## src/rtl/axis_byte_packer.sv

```systemverilog
// Packs an 8-bit AXI-Stream byte stream into FIFO_WIDTH-byte words for the FIFO write side.
// The first word of each frame is flagged on m_tuser; short final words are padded with PAD_BYTE.
module axis_byte_packer #(
    parameter int         FIFO_WIDTH = 2,
    parameter logic [7:0] PAD_BYTE   = 8'h00,
    parameter int         CNT_W      = 16
) (
    input  logic                    aclk,
    input  logic                    rst,
    input  logic [7:0]              s_data,
    input  logic                    s_valid,
    output logic                    s_ready,
    input  logic                    s_last,
    output logic [8*FIFO_WIDTH-1:0] m_data,
    output logic                    m_valid,
    input  logic                    m_ready,
    output logic                    m_tuser,
    output logic [CNT_W-1:0]        frame_cnt
);

    localparam int LANE_W = (FIFO_WIDTH > 1) ? $clog2(FIFO_WIDTH) : 1;
    // A one-byte word needs no pack buffer; one dummy slot keeps the array legal.
    localparam int BUF_N = (FIFO_WIDTH > 1) ? FIFO_WIDTH - 1 : 1;
    localparam logic [LANE_W-1:0] LAST_LANE = LANE_W'(FIFO_WIDTH - 1);

    typedef enum logic [0:0] {
        ST_SOF = 1'b0,
        ST_MID = 1'b1
    } state_e;

    state_e                  state_q, state_d;
    logic [LANE_W-1:0]       lane_q, lane_d;
    logic [7:0]              pack_q [BUF_N];
    logic [7:0]              pack_d [BUF_N];
    logic                    sof_pending_q, sof_pending_d;
    logic [8*FIFO_WIDTH-1:0] m_data_q, m_data_d;
    logic                    m_valid_q, m_valid_d;
    logic                    m_tuser_q, m_tuser_d;
    logic [CNT_W-1:0]        frame_cnt_q, frame_cnt_d;

    logic                    accept;
    logic                    complete;
    logic                    word_sof;
    logic [8*FIFO_WIDTH-1:0] pack_flat;
    logic [8*FIFO_WIDTH-1:0] word;

    assign s_ready   = !m_valid_q || m_ready;
    assign accept    = s_valid && s_ready;
    assign complete  = (lane_q == LAST_LANE) || s_last;
    // The word carries the frame start if its lane-0 byte arrived while in SOF.
    assign word_sof  = (lane_q == {LANE_W{1'b0}}) ? (state_q == ST_SOF) : sof_pending_q;

    assign m_data    = m_data_q;
    assign m_valid   = m_valid_q;
    assign m_tuser   = m_tuser_q;
    assign frame_cnt = frame_cnt_q;

    // Next-state logic: packing, output slot, frame FSM and frame counter.
    always_comb begin
        pack_d        = pack_q;
        lane_d        = lane_q;
        state_d       = state_q;
        sof_pending_d = sof_pending_q;
        m_data_d      = m_data_q;
        m_tuser_d     = m_tuser_q;
        frame_cnt_d   = frame_cnt_q;
        pack_flat     = {FIFO_WIDTH{PAD_BYTE}};
        word          = {FIFO_WIDTH{PAD_BYTE}};

        for (int j = 0; j < BUF_N; j++) begin
            pack_flat[8*j +: 8] = pack_q[j];
        end
        for (int i = 0; i < FIFO_WIDTH; i++) begin
            if (LANE_W'(i) == lane_q) begin
                word[8*i +: 8] = s_data;
            end else if (LANE_W'(i) < lane_q) begin
                word[8*i +: 8] = pack_flat[8*i +: 8];
            end else begin
                word[8*i +: 8] = PAD_BYTE;
            end
        end

        if (m_valid_q && m_ready) begin
            m_valid_d = 1'b0;
        end else begin
            m_valid_d = m_valid_q;
        end

        if (accept) begin
            if (complete) begin
                m_data_d      = word;
                m_tuser_d     = word_sof;
                m_valid_d     = 1'b1;
                lane_d        = {LANE_W{1'b0}};
                sof_pending_d = 1'b0;
                for (int j = 0; j < BUF_N; j++) begin
                    pack_d[j] = PAD_BYTE;
                end
            end else begin
                for (int j = 0; j < BUF_N; j++) begin
                    if (LANE_W'(j) == lane_q) begin
                        pack_d[j] = s_data;
                    end else begin
                        pack_d[j] = pack_q[j];
                    end
                end
                lane_d        = lane_q + LANE_W'(1);
                sof_pending_d = word_sof;
            end

            case (state_q)
                ST_SOF:  state_d = s_last ? ST_SOF : ST_MID;
                ST_MID:  state_d = s_last ? ST_SOF : ST_MID;
                default: state_d = ST_SOF;
            endcase

            if (s_last) begin
                frame_cnt_d = frame_cnt_q + CNT_W'(1);
            end else begin
                frame_cnt_d = frame_cnt_q;
            end
        end else begin
            lane_d = lane_q;
        end
    end

    // State registers; reset drops any partial or held word.
    always_ff @(posedge aclk or posedge rst) begin
        if (rst) begin
            state_q       <= ST_SOF;
            lane_q        <= {LANE_W{1'b0}};
            sof_pending_q <= 1'b0;
            m_data_q      <= {(8*FIFO_WIDTH){1'b0}};
            m_valid_q     <= 1'b0;
            m_tuser_q     <= 1'b0;
            frame_cnt_q   <= {CNT_W{1'b0}};
            for (int j = 0; j < BUF_N; j++) begin
                pack_q[j] <= PAD_BYTE;
            end
        end else begin
            state_q       <= state_d;
            lane_q        <= lane_d;
            sof_pending_q <= sof_pending_d;
            m_data_q      <= m_data_d;
            m_valid_q     <= m_valid_d;
            m_tuser_q     <= m_tuser_d;
            frame_cnt_q   <= frame_cnt_d;
            pack_q        <= pack_d;
        end
    end

endmodule

```

## config.mk

```make
export PLATFORM = sky130hd
export DESIGN_NAME = axis_byte_packer
export DESIGN_NICKNAME = d
export VERILOG_FILES = /design/src/rtl/axis_byte_packer.sv
export SDC_FILE = /design/constraint.sdc
export NUM_CORES = 1
export LEC_CHECK = 0
export ABC_AREA = 1
export BUFFER_PORTS_ARGS = -buffer_cell sky130_fd_sc_hd__buf_2
export CORE_UTILIZATION = 50
export DETAILED_ROUTE_END_ITERATION = 10
export PLACE_DENSITY = 0.75
export SLEW_MARGIN = 15
export SYNTH_ARGS = -nofsm -noshare
export SYNTH_HDL_FRONTEND = slang
export SYNTH_SLANG_ARGS = --single-unit
```

## constraint.sdc

```tcl
create_clock -name aclk -period 1.8 [get_ports aclk]
set_clock_uncertainty 0.2 [all_clocks]
set_input_delay 0.18 -clock aclk [delete_from_list [all_inputs] [get_ports aclk]]
set_output_delay 0.18 -clock aclk [all_outputs]
set_load 0.005 [all_outputs]
```

Word-level counts from Yosys, hierarchy flattened
Cells that the tools add are included.
- equality and inequality tests: 1
- magnitude comparators: 1
- reduce and logical (&&, ||, !) cells: 8
- multiplexer cells: 12
- $add $sub $neg: 2
- bitwise operators: 1
- operators with widths (operator ; count):
    $mux 8 ; 5
    $add 16x1->16 const B ; 1
    $mux 1 ; 7
    $reduce_and 2->1 ; 3
    $logic_and 1x1->1 ; 2
    $logic_or 1x1->1 ; 2
    $ne 2x1->1 const B ; 1
    $add 1x1->1 const B ; 1
    $logic_not 1->1 ; 1
    $lt 1x1->1 const A ; 1
    $not 1->1 ; 1
- output and inout port bits: 35
- input bits: 13
- register bits after elaboration: 45

Logic depth before layout (Yosys ltp)
Gate-level depths: netlist of the first run.
- depth in word-level cells: 4
- mapped depth: 8
- depth with buffers taken out: 8

Worst setup path before layout of the first run
Ideal clock, no wire load.
- path type: register to register
- start point: register frame_cnt_q[0] (netlist: frame_cnt[0])
- end point: register frame_cnt_q[14] (netlist: frame_cnt[14])
- data arrival time: 1.067 ns
- cell stages (with the launch flop): 9
- setup time: 0.117 ns
- setup slack: 0.417 ns
- cells stage by stage: dfrtp_1 -> ha_1 -> nand3_1 -> nor2_1 -> nand3_1 -> nand2_1 -> nand2_1 -> nand2_1 -> nand2_1
- word-level cells in the longest chain between the ends: 1
- RTL lines (item ; line ; RTL):
    from (decl) ; 39 ; logic [CNT_W-1:0] frame_cnt_q, frame_cnt_d;
    from (signal assigned) ; 136 ; frame_cnt_q <= {CNT_W{1'b0}};
    from (signal assigned) ; 147 ; frame_cnt_q <= frame_cnt_d;
    $add 16x1->16 ; 118 ; frame_cnt_d = frame_cnt_q + CNT_W'(1);
Every way passes these cells.
A chain may end at the register's enable or synchronous reset.

Final worst setup path of the first run
- start point: input port m_ready
- end point: register lane_q
- word-level cells in the longest chain between the ends: 2
- RTL lines (item ; line ; RTL):
    from (decl) ; 16 ; input logic m_ready,
    $logic_or 1x1->1 ; 47 ; assign s_ready = !m_valid_q || m_ready;
    $logic_and 1x1->1 ; 48 ; assign accept = s_valid && s_ready;
    to (signal assigned) ; 131 ; lane_q <= {LANE_W{1'b0}};
    to (signal assigned) ; 142 ; lane_q <= lane_d;
    to (decl) ; 32 ; logic [LANE_W-1:0] lane_q, lane_d;
Every way passes these cells.

==> impl_metrics.csv, run 1 <==
group,metric,value,unit
run_status,status,"completed",
yosys,syn_nets,246,
routing,met1_length,1980,µm
yosys,ys_ff_latch,45,
min_path,min_path_type,"input port to flop",
clock_tree,cts_max_level,2,
yosys,synth-adder-area-share,0.00608,
clock_tree,cts_root_buf,"clkbuf_8",
timing,max-slew-margin-rel,0.766,
setup_path,path_common_cell,"nand2_2",
clock_tree,numCtsBuffers,5,
timing,period_needed,1660,ps
yosys,synthSimpleGateAreaFrac,0.211,
setup_path,required,1770,ps
layout,syn_to_final_growth,22.4,%
routing,first_pass_iters,5,
yosys,synth_compound_area_frac,0.102,
yosys,avgSynthCellArea,8.87,µm²
power,p_leak,0.00131,µW
yosys,syn-cell-area,0.00206,mm²
setup_path,cpPeakStageDelay,530,ps
setup_path,end_kind,"flop",
global_routing,track_usage,0.220,
routing,first_iter_violations,106,
timing,finalHoldViolCount,0,
layout,drive_gt1_frac,0.219,
timing,worstMarginPinSlew,350,ps
power,ir_drop,695,µV
timing,fin_hold_ws,93.5,ps
routing,met2WireLength,1770,µm
global_routing,antenna_found_initial,0,
timing,finalCritPeriodShare,0.920,
timing,clock.fmax,0.604,GHz
clock_tree,clk_pin_slew,80,ps
setup_path,slowest_stage,"dlygate4sd3_1",
clock_tree,clock-sinks,45,
setup_path,worstPathCellList,"dlygate4sd3_1, buf_2, inv_1, nand2_4, nand2_2, inv_2, nand2_2, o21ai_1",
routing,dr.max_layer_used,"met4",
floorplan,num_rows,22,
routing,wl_met3,242,µm
clock_tree,postCtsSetupBuffers,0,
layout,stdcell_area,0.00252,mm²
setup_path,cp_max_fo,11,
yosys,yosysWarnings,0,
placed_design,place.gp.congestion,0.792,
global_routing,overflow,0,
setup_path,critical_path_arrival,1620,ps
timing,rsz0062_at_grt,"false",
routing,wl,4020,µm
yosys,ys_seq_area_frac,0.547,
placed_design,dpl.hpwl,2930,µm
global_routing,grt_max_degree,40,
routing,vias,1676,
routing,drc,0,
yosys,synth_xor_area_frac,0.0468,
setup_path,start_kind,"input port",
placed_design,placed_area,0.00233,mm²
flow_run,max_cap_viol_count,0,
floorplan,die_h,66.1,µm
global_routing,grt_pass1_vias,1631,
floorplan,fp.dieArea,0.00437,mm²
min_path,worstHoldPathCells,3,
yosys,synth_top_family_by_area,"simple AND/OR/NAND/NOR gates",
layout,antenna_cells,0,
setup_path,worstSetupPathType,"input port to flop",
yosys,syn_inst,232,
setup_path,reg2reg_setup_slack,290,ps
floorplan,start_util,0.542,
clock_tree,clk_latency,290,ps
setup_path,reg2regPathDepth,6,
layout,nets,306,
timing,drv_slew,0,
global_routing,grt_pass1_wl,7220,µm
yosys,ys_types,24,
floorplan,die_x,66.1,µm
routing,viasPerCell,4.93,
routing,drtAntennaViolNets,0,
timing,tns,0,ps
timing,setup_viol,0,
placed_design,io_buffers,47,
power,p_per_area,1070,mW/mm²
clock_tree,clockBufferDepth,2,
routing,post_drt_wl_per_cell,11.8,µm
clock_tree,cts_tree,"yes",
floorplan,ios,48,
yosys,synthMuxAreaShare,0,
floorplan,core,0.00380,mm²
==> timing repair <==
item                                    CTS  global route
endpoints found under the setup margin    0            18
hold endpoints to repair                 63             0
resized for setup                         0             2
hold buffers                             10             0
==> final timing paths <==
kind	endpoint	startpoint
setup reg to reg	m_data[5]$_DFFE_PP0P_	m_valid$_DFF_PP0_
setup / recovery	lane_q$_DFFE_PP0P_	m_ready
max in group asynchronous	m_data[13]$_DFFE_PP0P_	rst
min in group asynchronous	frame_cnt[7]$_DFFE_PP0P_	rst
hold / removal	frame_cnt[0]$_DFFE_PP0P_	s_last
hold reg to reg	m_data[13]$_DFFE_PP0P_	m_data[13]$_DFFE_PP0P_
==> cells by family after synthesis <==
group / count (synthesis)
AOI/OAI and AO/OA: 36
xor gates and xnor gates: 11
adders and majority gates: 1
DFF: 45
and+or+nand+nor: 99
buffers and inverters: 40
==> per-stage QoR <==
step / cells / util / worst slack, ps / power, µW
3_3_place_gp: 323 / 0.613 / 307 / 2050
5_1_grt: 340 / 0.663 / 32.1 / 2890
3_5_place_dp: 323 / 0.613 / 278 / 2080
2_1_floorplan: 232 / - / 361 / 1790
4_1_cts: 340 / 0.662 / 51.4 / 2710
6_report: 340 / 0.663 / 144 / 2690
==> per-layer routing <==
metal	vias to the layer above	global-route usage
met4	0	0.0638
met1	762	0.307
met3	4	0.0569
met5	-	0
li1	860	-
met2	50	0.335
==> layout by cell type, fill, tap and decap left out, types with 4 or more instances in the layout <==
cell           count
nand2_1           65
buf_2             47
dfrtp_1           45
inv_1             30
nor2_1            16
o21ai_0           16
dlygate4sd3_1     10
xor2_1             9
o31ai_1            8
o22ai_1            8
nand3_1            6
clkbuf_8           6
nand4_1            4
o21ai_1            4
==> power by group <==
group          total, µW  leakage, µW  internal [µW]  switching (µW)
combinational        677     0.000695            309             368
clock                613    0.0000443            304             309
sequential          1400     0.000567           1220             174
total               2690      0.00131           1840             850
==> synthesized netlist by cell type <==
master,n,share of area
nor3_1,1,0.0024
xor2_1,9,0.038
o21ai_1,4,0.0097
ha_1,1,0.0061
nand2_4,1,0.0055
nand3_1,6,0.015
clkinv_1,1,0.0018
o21ai_0,16,0.039
nand2_1,65,0.12
buf_6,2,0.011
nor2_1,16,0.029
buf_2,1,0.0024
xnor2_1,2,0.0085
nand3_4,1,0.0085
nand2_2,2,0.0061
o22ai_1,8,0.024
dfrtp_1,45,0.55
buf_4,3,0.011
nor2_2,1,0.0030
nand4_1,4,0.012
inv_2,2,0.0037
inv_1,31,0.057
o31ai_1,8,0.029
nor2_4,2,0.011
==> critical path: cells and delay by family <==
kind / cells / cell delay (ps)
simple gates: 3 / 460
compound gates: 1 / 110
buf+inv: 4 / 880
==> layout make-up <==
class                      count  area [µm²]
multi-input combinational    147         753
sequential                    45        1130
timing repair buffer          59         363
fill                         316        1280
inverter                      34         130
tap                           48        60.1
clock buffer                   7        86.3
==> sequential cells by signal, indices dropped and copies added (netlist names) <==
register and count:
state_q 1, pack_q 8, frame_cnt 16, sof_pending_q 1
m_data 16, m_tuser 1, lane_q 1, m_valid 1
No activity file was read; power rests on OpenSTA's default activity.
==> run 2, diff against run 1 <==
- CELL_PAD_IN_SITES_DETAIL_PLACEMENT: default -> 0
- CELL_PAD_IN_SITES_GLOBAL_PLACEMENT: default -> 1
- CORE_UTILIZATION: 50 -> 39
- PLACE_DENSITY: 0.75 -> default
- PLACE_DENSITY_LB_ADDON: default -> 0.1
==> impl_metrics.csv, run 2 (synthesis results as in run 1) <==
group,metric,value,unit
run_status,status,"completed",
global_routing,grt_pass1_vias,1499,
floorplan,fp.dieArea,0.00557,mm²
setup_path,end_kind,"flop",
clock_tree,clk_pin_slew,80,ps
floorplan,core,0.00511,mm²
power,power.switching,856,µW
global_routing,use_met3,0.0442,
setup_path,worstPathCellList,"dlygate4sd3_1, buf_2, inv_1, nand2_4, nand2_2, inv_2, nand2_2, o22ai_1",
power,ir_drop,476,µV
routing,first_iter_violations,72,
routing,vias,1662,
global_routing,antenna_found_initial,0,
timing,finalHoldViolCount,0,
layout,final_cell_mix,"nand2_1 (65), buf_2 (47), dfrtp_1 (45), inv_1 (30), o21ai_0 (16)",
power,intPower,1840,µW
global_routing,track_usage,0.170,
power,seqPwrFrac,0.516,
global_routing,global_route.usage.met2,0.246,
layout,syn_to_final_growth,24.0,%
clock_tree,clock-sinks,45,
timing,finalCritPeriodShare,0.931,
routing,viasPerCell,4.59,
clock_tree,cts_root_buf,"clkbuf_8",
power,p_leak,0.00131,µW
clock_tree,cts_tree,"yes",
setup_path,critical_path_arrival,1650,ps
placed_design,place.gp.congestion,0.704,
timing,rsz0062_at_grt,"false",
timing,setup_viol,0,
flow_run,max_cap_viol_count,0,
floorplan,die_x,74.6,µm
timing,max-slew-margin-rel,0.781,
routing,first_pass_iters,4,
global_routing,busiest_layer,"met2",
timing,period_needed,1680,ps
min_path,min_path_type,"input port to flop",
setup_path,required,1770,ps
setup_path,worstSetupPathType,"input port to flop",
global_routing,overflow,0,
clock_tree,cts_max_level,2,
timing,fin_hold_ws,89.9,ps
placed_design,io_buffers,47,
power,p_clk_frac,0.234,
timing,drv_slew,0,
clock_tree,numCtsBuffers,5,
floorplan,ios,48,
clock_tree,clk_latency,300,ps
layout,drive_gt1_frac,0.226,
power,p_per_area,1060,mW/mm²
timing,setup_slack,124,ps
timing,tns,0,ps
placed_design,dpl_worst_slack,250,ps
power,combPwrFrac,0.249,
global_routing,grt_util_met1,0.241,
setup_path,start_kind,"input port",
routing,wl,4300,µm
layout,layout_commonest_cell,"nand2_1",
placed_design,dpl.hpwl,3040,µm
setup_path,slowest_stage,"dlygate4sd3_1",
floorplan,die_h,74.6,µm
power,p_sw_frac,0.318,
floorplan,start_util,0.403,
setup_path,cp_max_fo,11,
setup_path,path_common_cell,"nand2_2",
timing,clock.fmax,0.597,GHz
layout,nets,306,
timing,worstMarginPinSlew,325,ps
global_routing,grt_pass1_wl,6920,µm
global_routing,grt_max_degree,46,
setup_path,cpPeakStageDelay,530,ps
clock_tree,clockBufferDepth,2,
floorplan,num_rows,26,
routing,drc,0,
routing,post_drt_wl_per_cell,11.9,µm
routing,drtAntennaViolNets,0,
layout,antenna_cells,0,
==> run 2: cell counts in the layout (fill, tap and decap cells not counted) <==
Identical to the previous run, type by type.
==> run 2: per-stage QoR <==
| step | cells | cell area (µm²) | power (µW) | util |
|---|---|---|---|---|
| 2_1_floorplan | 232 | 2060 | 1790 | - |
| 3_3_place_gp | 345 | 2360 | 2070 | 0.462 |
| 3_5_place_dp | 345 | 2360 | 2080 | 0.462 |
| 4_1_cts | 362 | 2540 | 2740 | 0.498 |
| 5_1_grt | 362 | 2550 | 2900 | 0.500 |
| 6_report | 362 | 2550 | 2700 | 0.500 |
==> run 2: area by class of cell <==
class	count	area [µm²]
repair buffers	59	363
clock buffers	7	86.3
inverters	34	133
flip-flops and latches	45	1130
fillers	549	2560
well taps	70	87.6
multi-input cells	147	756
==> run 2: worst paths after layout <==
check	start	to	slack, ps	depth (start not counted)
max	m_ready	pack_q[6]$_DFFE_PP0P_	120	8
min	s_last	frame_cnt[0]$_DFFE_PP0P_	90	3
max reg2reg	m_valid$_DFF_PP0_	m_tuser$_DFFE_PP0P_	250	6
min reg2reg	m_data[5]$_DFFE_PP0P_	m_data[5]$_DFFE_PP0P_	290	2
max in group asynchronous	rst	m_data[9]$_DFFE_PP0P_	940	4
min in group asynchronous	rst	m_data[5]$_DFFE_PP0P_	250	4
==> run 2: power by group through the flow <==
stage / combinational [µW] / clock (µW) / sequential, µW
after global routing: 781 / 695 / 1420
after floorplan: 380 / 0 / 1410
after CTS: 682 / 662 / 1400
final: 672 / 632 / 1390
after detailed placement: 661 / 0 / 1420
after global placement: 653 / 0 / 1410
==> run 2: critical path, delay by kind of cell <==
kind	cells	cell delay [ps]
AOI/OAI and AO/OA	1	100
buffers and inverters	4	890
and+or+nand+nor	3	480
==> run 2: timing repair <==
item / CTS / global route
setup endpoints to repair: 0 / 18
hold buffers: 10 / 0
endpoints found under the hold margin: 63 / 0
buffers inserted: 0 / 0
resized for setup: 0 / 4
==> run 2: layer usage <==
metal,vias up,share of wire,wire [µm]
li1,856,-,-
met1,760,0.52,2230
met2,40,0.42,1810
met3,6,0.044,187
met4,0,0.017,71
met5,-,0,0
